`src/rtl/exc_irq_ctrl.sv`:
```
// Exception/interrupt controller: USER/KERNEL/FAULT mode FSM that redirects the PC on exceptions, interrupts and eret.
// Define IRQ_EDGE_DETECT_EN for latched rising-edge interrupt capture; default build is level-sensitive.
module exc_irq_ctrl #(
   parameter int unsigned         NUM_IRQ    = 4,
   parameter int unsigned         PC_WIDTH   = 32,
   parameter logic [PC_WIDTH-1:0] IRQ_VECTOR = PC_WIDTH'(32'h80000004),
   parameter logic [PC_WIDTH-1:0] EXC_VECTOR = PC_WIDTH'(32'h80000008)
) (
   input  logic                clk,
   input  logic                reset,
   input  logic [NUM_IRQ-1:0]  irq_in,
   input  logic [NUM_IRQ-1:0]  irq_mask,
   input  logic                undef_inst,
   input  logic                eret,
   input  logic                id_valid,
   input  logic                stall,
   input  logic [PC_WIDTH-1:0] id_pc,
   output logic                take,
   output logic [2:0]          pc_src,
   output logic [PC_WIDTH-1:0] vector,
   output logic                flush_if_id,
   output logic [PC_WIDTH-1:0] epc,
   output logic [3:0]          irq_cause,
   output logic                kernel_mode,
   output logic                fault
);

   typedef enum logic [1:0] {USER, KERNEL, FAULT} state_t;

   state_t state, state_nxt;

   logic               ev;
   logic [NUM_IRQ-1:0] pend;
   logic [NUM_IRQ-1:0] elig;
   logic [NUM_IRQ-1:0] win_oh;
   logic [3:0]         win_idx;
   logic               any_irq;
   logic               exc_user;
   logic               take_irq;
   logic               take_ret;
   logic               to_fault;

   assign ev      = id_valid & ~stall;
   assign elig    = pend & irq_mask;
   assign any_irq = |elig;

   // Lowest eligible channel wins.
   always_comb begin
      win_oh  = '0;
      win_idx = '0;
      for (int unsigned i = 0; i < NUM_IRQ; i++) begin
         if (elig[i] && (win_oh == '0)) begin
            win_oh[i] = 1'b1;
            win_idx   = 4'(i);
         end
      end
   end

   // eret in USER is treated as an undefined instruction.
   assign exc_user = ev && (state == USER) && (undef_inst || eret);
   assign take_irq = ev && (state == USER) && !(undef_inst || eret) && any_irq;
   assign take_ret = ev && (state == KERNEL) && eret && !undef_inst;
   assign to_fault = ev && (state == KERNEL) && undef_inst;

   always_ff @(posedge clk or posedge reset) begin
      if (reset) state <= USER;
      else       state <= state_nxt;
   end

   always_comb begin
      state_nxt = state;
      unique case (state)
         USER:    if (exc_user || take_irq) state_nxt = KERNEL;
         KERNEL:  begin
            if (to_fault)      state_nxt = FAULT;
            else if (take_ret) state_nxt = USER;
         end
         FAULT:   state_nxt = FAULT;
         default: state_nxt = FAULT;
      endcase
   end

   // Redirect outputs are combinational; reset forces them quiet to cancel any in-flight redirect.
   always_comb begin
      take        = 1'b0;
      pc_src      = 3'b000;
      vector      = '0;
      flush_if_id = 1'b0;
      if (!reset) begin
         if (exc_user) begin
            take        = 1'b1;
            pc_src      = 3'b101;
            vector      = EXC_VECTOR;
            flush_if_id = 1'b1;
         end else if (take_irq) begin
            take        = 1'b1;
            pc_src      = 3'b100;
            vector      = IRQ_VECTOR;
            flush_if_id = 1'b1;
         end else if (take_ret) begin
            take        = 1'b1;
            pc_src      = 3'b110;
            vector      = epc;
            flush_if_id = 1'b1;
         end
      end
   end

   assign kernel_mode = (state != USER) && !reset;

   always_ff @(posedge clk or posedge reset) begin
      if (reset) begin
         epc       <= '0;
         irq_cause <= '0;
         fault     <= 1'b0;
      end else begin
         if (exc_user || take_irq) epc <= id_pc;
         if (take_irq)             irq_cause <= win_idx;
         if (to_fault)             fault <= 1'b1;
      end
   end

`ifdef IRQ_EDGE_DETECT_EN
   logic [NUM_IRQ-1:0] irq_prev;
   logic [NUM_IRQ-1:0] clr;

   assign clr = take_irq ? win_oh : '0;

   // A fresh rising edge overrides the clear, so a request re-asserted on the take edge is kept.
   always_ff @(posedge clk or posedge reset) begin
      if (reset) begin
         irq_prev <= '0;
         pend     <= '0;
      end else begin
         irq_prev <= irq_in;
         pend     <= (pend & ~clr) | (irq_in & ~irq_prev);
      end
   end
`else
   assign pend = irq_in;
`endif

endmodule

```
`config.mk`:
```
export PLATFORM = sky130hd
export DESIGN_NAME = exc_irq_ctrl
export DESIGN_NICKNAME = d
export VERILOG_FILES = /design/src/rtl/exc_irq_ctrl.sv
export SDC_FILE = /design/constraint.sdc
export NUM_CORES = 1
export LEC_CHECK = 0
export CORE_MARGIN = 8
export CORE_UTILIZATION = 36
export DETAILED_ROUTE_END_ITERATION = 10
export HOLD_SLACK_MARGIN = 0.1
export MAX_ROUTING_LAYER = met4
export PLACE_DENSITY = 0.85
export RECOVER_POWER = 25
export SLEW_MARGIN = 20
export SYNTH_ARGS = -nofsm -noshare
export SYNTH_HDL_FRONTEND = slang
export SYNTH_SLANG_ARGS = --single-unit
```
`constraint.sdc`:
```
create_clock -name clk -period 2.95 [get_ports clk]
set_input_delay 0.7375 -clock clk [delete_from_list [all_inputs] [get_ports clk]]
set_output_delay 0.7375 -clock clk [all_outputs]
set_load 0.01 [all_outputs]
```
==> metrics, run 1 <==
status=finished, violations left; failing checks=setup timing; Crit path required time=2.21 ns; Initial Util=37.59%; Pleak=1.473 nW; RSZ-0062 raised after global routing=yes; number of global-route vias before repair=1799; Simple-Gate Fraction of Synth Area=16.90%; Area Overhead vs Synth=80.88%; worst vdd rail ir drop=0.4673 mV; core area=4786 sq um; top cells by area, synth=dfrtp_1 (51%), mux2_2 (19%), and2_1 (10%); post-route cell area=3254 sq um; crit path max fanout=2; Sw Ratio=30.48%; buffers added on ports=118; num rows=25; mux contribution to synthesized area=20.65%; max-cap viol count=0; IO Pins=121; hold_ws=0.4897 ns; largest net degree at the start of global routing=38; Pwr Total=2.556 mW; worst min-delay path class=register to register; fin crit share=101.3%; Yosys top cell area share=51.46%; Yosys warning total=0; Seq cells post-synth=37; Post-DP HPWL=4432 um; endpoints failing setup=1; Worst Setup Start Kind=input port; htree depth=2; DIE HEIGHT=86.70 um; post-route ant nets=0; TritonCTS clock tree=yes; Vias/cell=4.621; global-route wire length before repair=8963 um; kind of critical path=input port to output pin; post-synthesis adder-cell area fraction=0%; largest family of logic cells by synthesized area=multiplexers; Core Util, Final=68.00%; CTS sink count=37; min cycle time layout=2.989 ns; combinational fraction of design power=45.3%; drt pass-1 iters=4; Avg WL per Cell=16.53 um; Routed WL=5884 um; Nets=334; GRT Residual Overflow=0; register area=925.9 sq um; cell taking the most area after synthesis=dfrtp_1; Pint=1.777 mW; initial antenna violation count=0; syn_area_per_cell=12.16 sq um; Worst-Skew Late Latency=0.29 ns; Multi-input gate area=845.8 sq um; Clock Root Buffer=clkbuf_8; crit path DAT=2.25 ns; Placed Area=3124 sq um; DIE AREA=7516 sq um; hold bufs inserted after CTS=0; post-layout worst setup margin=-0.03923 ns; Seq/Total Area, Yosys=51.46%; post-synthesis compound-gate area fraction=5.911%; CTS buffer count=5; Max clock buf depth=2; # fillers=389; initial DRC count=27; xor/xnor share of the synthesized area=0%; fin. max-slew vios=0; Power Dens Cells=785.3 nW/um^2; DRC=0; proportion of layout cells with a drive suffix above 1=38.75%; Gate Count Post-Synth=148; Fin. Hold Viols=0; GP Congestion=0.8807; clock share of power=17.5%; Reg power frac=37.1%; DR vias=1645; synthesized cell area=1799 sq um; Netlist cell types=27; clock skew=0.007851 ns; clk slew on worst S/H paths=0.06 ns; P_sw=0.7790 mW; Tot GR Track Use=15.79%; antenna cells=0; crit end category=output pin; Max Freq=0.3345 GHz; Die W=86.70 um
area by class of cell:
class | instances | area share [%]
clock buffers | 7 | 2.653
clock inverters | 1 | 0.9227
inverters | 1 | 0.1153
multi-input cells | 99 | 25.99
flip-flops and latches | 37 | 28.45
well taps | 67 | 2.576
repair buffers | 144 | 39.29
layer usage:
metal | track usage, % | vias up | routed length (um)
li1 | - | 784 | -
met1 | 17.46 | 770 | 2543
met5 | - | - | 0
met4 | 6.416 | 0 | 110
met3 | 4.537 | 12 | 382
met2 | 26.18 | 79 | 2847
repair_timing:
action | CTS | global route
pin swaps | 10 | 7
gates resized for setup | 166 | 6
setup endpoints to repair | 37 | 15
cloned | 2 | 0
buffers inserted | 9 | 2
cell families after synthesis:
group                  after synthesis
and+or+nand+nor                     53
muxes                               33
DFF                                 37
buffers and inverters               13
AOI/OAI and AO/OA                   11
other                                1
cells in the mapped netlist:
| cell | n |
|---|---|
| mux2_1 | 3 |
| and2_1 | 30 |
| o21bai_1 | 1 |
| inv_1 | 1 |
| nand2b_1 | 1 |
| nand3_1 | 1 |
| mux2_2 | 30 |
| buf_4 | 4 |
| a2111oi_4 | 1 |
| nor4_1 | 2 |
| a21oi_1 | 4 |
| a31oi_4 | 1 |
| or4b_1 | 1 |
| nor2b_1 | 1 |
| a22oi_1 | 2 |
| clkbuf_1 | 4 |
| nor4bb_1 | 1 |
| dfrtp_1 | 37 |
| buf_6 | 3 |
| nand2_1 | 2 |
| nor2_1 | 11 |
| o22ai_1 | 1 |
| nor3b_1 | 1 |
| nor3_1 | 2 |
| conb_1 | 1 |
| buf_2 | 1 |
| a32oi_1 | 1 |
layout by cell type (no fill, tap or decap), types with 2 or more instances in the layout:
| master | Yosys | routed |
|---|---|---|
| dfrtp_1 | 37 | 37 |
| mux2_1 | 3 | 3 |
| nor2_1 | 11 | 8 |
| a22oi_2 | 0 | 2 |
| buf_2 | 1 | 33 |
| buf_6 | 3 | 7 |
| dlygate4sd2_1 | 0 | 3 |
| and2_4 | 0 | 2 |
| nor2_4 | 0 | 2 |
| a21oi_1 | 4 | 3 |
| clkdlybuf4s15_1 | 0 | 2 |
| nor4_1 | 2 | 2 |
| nand2_1 | 2 | 2 |
| clkdlybuf4s50_1 | 0 | 77 |
| clkbuf_8 | 0 | 6 |
| and2_1 | 30 | 28 |
| conb_1 | 1 | 2 |
| mux2_2 | 30 | 30 |
| buf_16 | 0 | 2 |
| buf_4 | 4 | 18 |
power by group through the flow:
stage | combinational (mW) | clock, mW | sequential (mW)
finish | 1.16 | 0.448 | 0.949
CTS | 1.18 | 0.457 | 0.952
detailed placement | 1.15 | 0 | 0.954
floorplan | 0.348 | 0 | 1.04
global placement | 1.12 | 0 | 0.941
global route | 1.22 | 0.487 | 0.991
worst max-delay path, stage by stage:
cell	delay [ns]
buf_6	0.09
or4b_4	0.53
buf_6	0.15
a2111oi_4	0.35
a21oi_2	0.07
nor3_2	0.16
buf_2	0.15
worst paths after layout:
path / from / to / slack (ns) / depth (start not counted)
setup / recovery: stall / vector[2] / -0.04 / 7
hold / removal: fault$_DFFE_PP0P_ / fault$_DFFE_PP0P_ / 0.49 / 1
setup reg to reg: state[0]$_DFFE_PP0P_ / epc[16]$_DFFE_PP0P_ / 0.59 / 6
hold reg to reg: fault$_DFFE_PP0P_ / fault$_DFFE_PP0P_ / 0.49 / 1
max in group asynchronous: reset / epc[6]$_DFFE_PP0P_ / 1.51 / 4
min in group asynchronous: reset / epc[13]$_DFFE_PP0P_ / 1.12 / 4
sequential cells by signal, indices dropped and copies added (netlist names):
signal,flops
irq_cause,2
epc,32
state,2
fault,1
per-stage QoR:
step / instances / setup slack, ns / setup TNS [ns]
after detailed placement: 338 / -0.7415 / -26.19
after floorplan: 149 / 0.03133 / 0
final: 356 / -0.03923 / -0.03923
after CTS: 356 / -0.05382 / -0.3342
after global routing: 356 / -0.05799 / -0.05799
after global placement: 338 / -0.6410 / -23.15
Power figures use the tool's default switching activity.
==> inputs of run 2 (changes only) <==
--- a/config.mk
+++ b/config.mk
@@ -6,11 +6,12 @@
 export NUM_CORES = 1
 export LEC_CHECK = 0
 export CORE_MARGIN = 8
-export CORE_UTILIZATION = 36
+export CORE_UTILIZATION = 60
 export DETAILED_ROUTE_END_ITERATION = 10
+export DONT_BUFFER_PORTS = 1
 export HOLD_SLACK_MARGIN = 0.1
 export MAX_ROUTING_LAYER = met4
-export PLACE_DENSITY = 0.85
+export PLACE_DENSITY = 0.8
 export RECOVER_POWER = 25
 export SLEW_MARGIN = 20
 export SYNTH_ARGS = -nofsm -noshare
==> run 2 against run 1 <==
The flow now finishes without violations; utilization decreased by 0.50 points; clock-buffer cell count did not move; non-clock buffer count down 130; wire length is 22% lower; largest power group is now registers.
==> metrics, run 2 (synthesized netlist as in run 1, its figures left out) <==
DIE AREA=5007 sq um; commonest non-fill, non-tap cell in the layout=dfrtp_1; TritonCTS clock tree=yes; # fillers=236; endpoints failing setup=0; num rows=20; DR vias=1228; antenna cells=0; CTS sink count=37; DIE HEIGHT=70.76 um; Post-Place Worst Slack=-0.3528 ns; Slew headroom=29.96%; CTS buffer count=5; Fin. Hold Viols=0; hold bufs inserted after CTS=0; Post-DP HPWL=3451 um; Crit path required time=2.21 ns; Vias/cell=6.363; crit path max fanout=5; Pleak=0.8483 nW; Worst-Skew Late Latency=0.33 ns; Avg WL per Cell=23.64 um; number of global-route vias before repair=1324; htree depth=2; Tot GR Track Use=18.67%; min cycle time layout=2.921 ns; Initial Util=60.93%; Inst Count DP=183; buffers added on ports=0; number of flip-flops under the largest register name=32; CP max-delay cell=or4b_4; RSZ-0062 raised after global routing=yes; proportion of layout cells with a drive suffix above 1=35.63%; Multi-input gate area=828.3 sq um; clk slew on worst S/H paths=0.11 ns; Max clock buf depth=2; GRT Residual Overflow=0; Post-Layout Cell Count=193; Max Freq=0.3424 GHz; worst vdd rail ir drop=0.4782 mV; crit end category=output pin; Power Dens Cells=949.2 nW/um^2; Worst Setup Start Kind=register; global-route wire length before repair=7113 um; IO Pins=121; CP Cell Sequence=buf_6 > or4b_4 > buf_6 > a2111oi_4 > a21oi_1 > nor3_1 > buf_4; Clock Root Buffer=clkbuf_4; initial DRC count=59; Area Overhead vs Synth=10.78%; crit path DAT=2.18 ns; post-route ant nets=0; initial antenna violation count=0; drt pass-1 iters=4; GP Congestion=0.9097; clock skew=0.005022 ns; core area=2953 sq um; crit-path most repeated cell=buf_6; max incr delay on CP=0.55 ns; biggest regs=epc x32, irq_cause x2, state x2; most flop-heavy register=epc; Nets=205; status=complete, no violations; fin crit share=99.00%; largest net degree at the start of global routing=21; register area=925.9 sq um; kind of critical path=register to output pin; Worst Max-Slew Pin Slew=1.051 ns; most frequent cells in the layout=dfrtp_1 (37), mux2_2 (30), and2_1 (30); worst min-delay path class=input port to async pin; Die W=70.76 um; Core Util, Final=67.50%; max-cap viol count=0; post-layout worst setup margin=0.02947 ns; Routed WL=4563 um; DRC=0; fin. max-slew vios=0
## run 2: changes by cell type in the layout (fill, tap and decap cells not counted), moves of 3 or more
cell,change
clkbuf_4,+5
clkbuf_8,-5
buf_2,-33
clkdlybuf4s50_1,-77
dlygate4sd2_1,-3
buf_4,-8
buf_6,-5
## run 2: area by class of cell
cell class	instances	area share, %
inverters	1	0.1883
well taps	33	2.072
multi-input cells	100	41.56
clock inverters	1	1.507
clock buffers	7	2.762
repair buffers	14	5.461
flip-flops and latches	37	46.45
## run 2: what timing repair did
action | CTS | global route
setup endpoints to repair | 31 | 1
pin swaps | 1 | 0
cloned | 1 | 0
buffers inserted | 1 | 0
gates resized for setup | 5 | 1
## run 2: path summary, 6_finish.rpt
kind	from	end	slack, ns	cells after the start
min in group clk	id_pc[7]	epc[7]$_DFFE_PP0P_	0.54	1
worst min register to register	fault$_DFFE_PP0P_	fault$_DFFE_PP0P_	0.57	1
max in group asynchronous	reset	epc[14]$_DFFE_PP0P_	1.22	2
worst min-delay path	reset	state[0]$_DFFE_PP0P_	0.36	1
worst max register to register	state[1]$_DFFE_PP0P_	epc[27]$_DFFE_PP0P_	0.72	6
worst max-delay path	state[1]$_DFFE_PP0P_	vector[2]	0.03	7
## run 2: through the flow
step                      hold slack (ns)  total power [mW]  instance area [sq um]  setup TNS (ns)
after detailed placement           0.5451             1.540                   1866          -10.30
after global routing               0.3978             2.006                   1993         -0.1660
after floorplan                    0.4730             1.388                   1805               0
after global placement             0.5432             1.502                   1866          -4.412
final                              0.3611             1.892                   1993               0
after CTS                          0.3800             1.918                   1993               0
## run 2: report_power, final
part | internal (mW) | switching (mW) | total [mW]
registers | 0.760 | 0.344 | 1.10
clock network | 0.202 | 0.156 | 0.359
logic | 0.261 | 0.168 | 0.429
total | 1.22 | 0.669 | 1.89
## run 2: per-layer routing
| metal | vias to the layer above | global-route usage (%) | share of wire [%] |
|---|---|---|---|
| met5 | - | - | 0 |
| met4 | 0 | 7.621 | 2.3 |
| li1 | 530 | - | - |
| met2 | 73 | 32.75 | 54 |
| met1 | 614 | 16.96 | 34 |
| met3 | 11 | 8.898 | 10 |
## run 2: critical path: cells and delay by family (launching register included)
kind / cells / cell delay (ns)
AO/OA/AOI/OAI: 2 / 0.29
AND/OR/NAND/NOR: 2 / 0.70
buffers and inverters: 3 / 0.44
flip-flops: 1 / 0.43
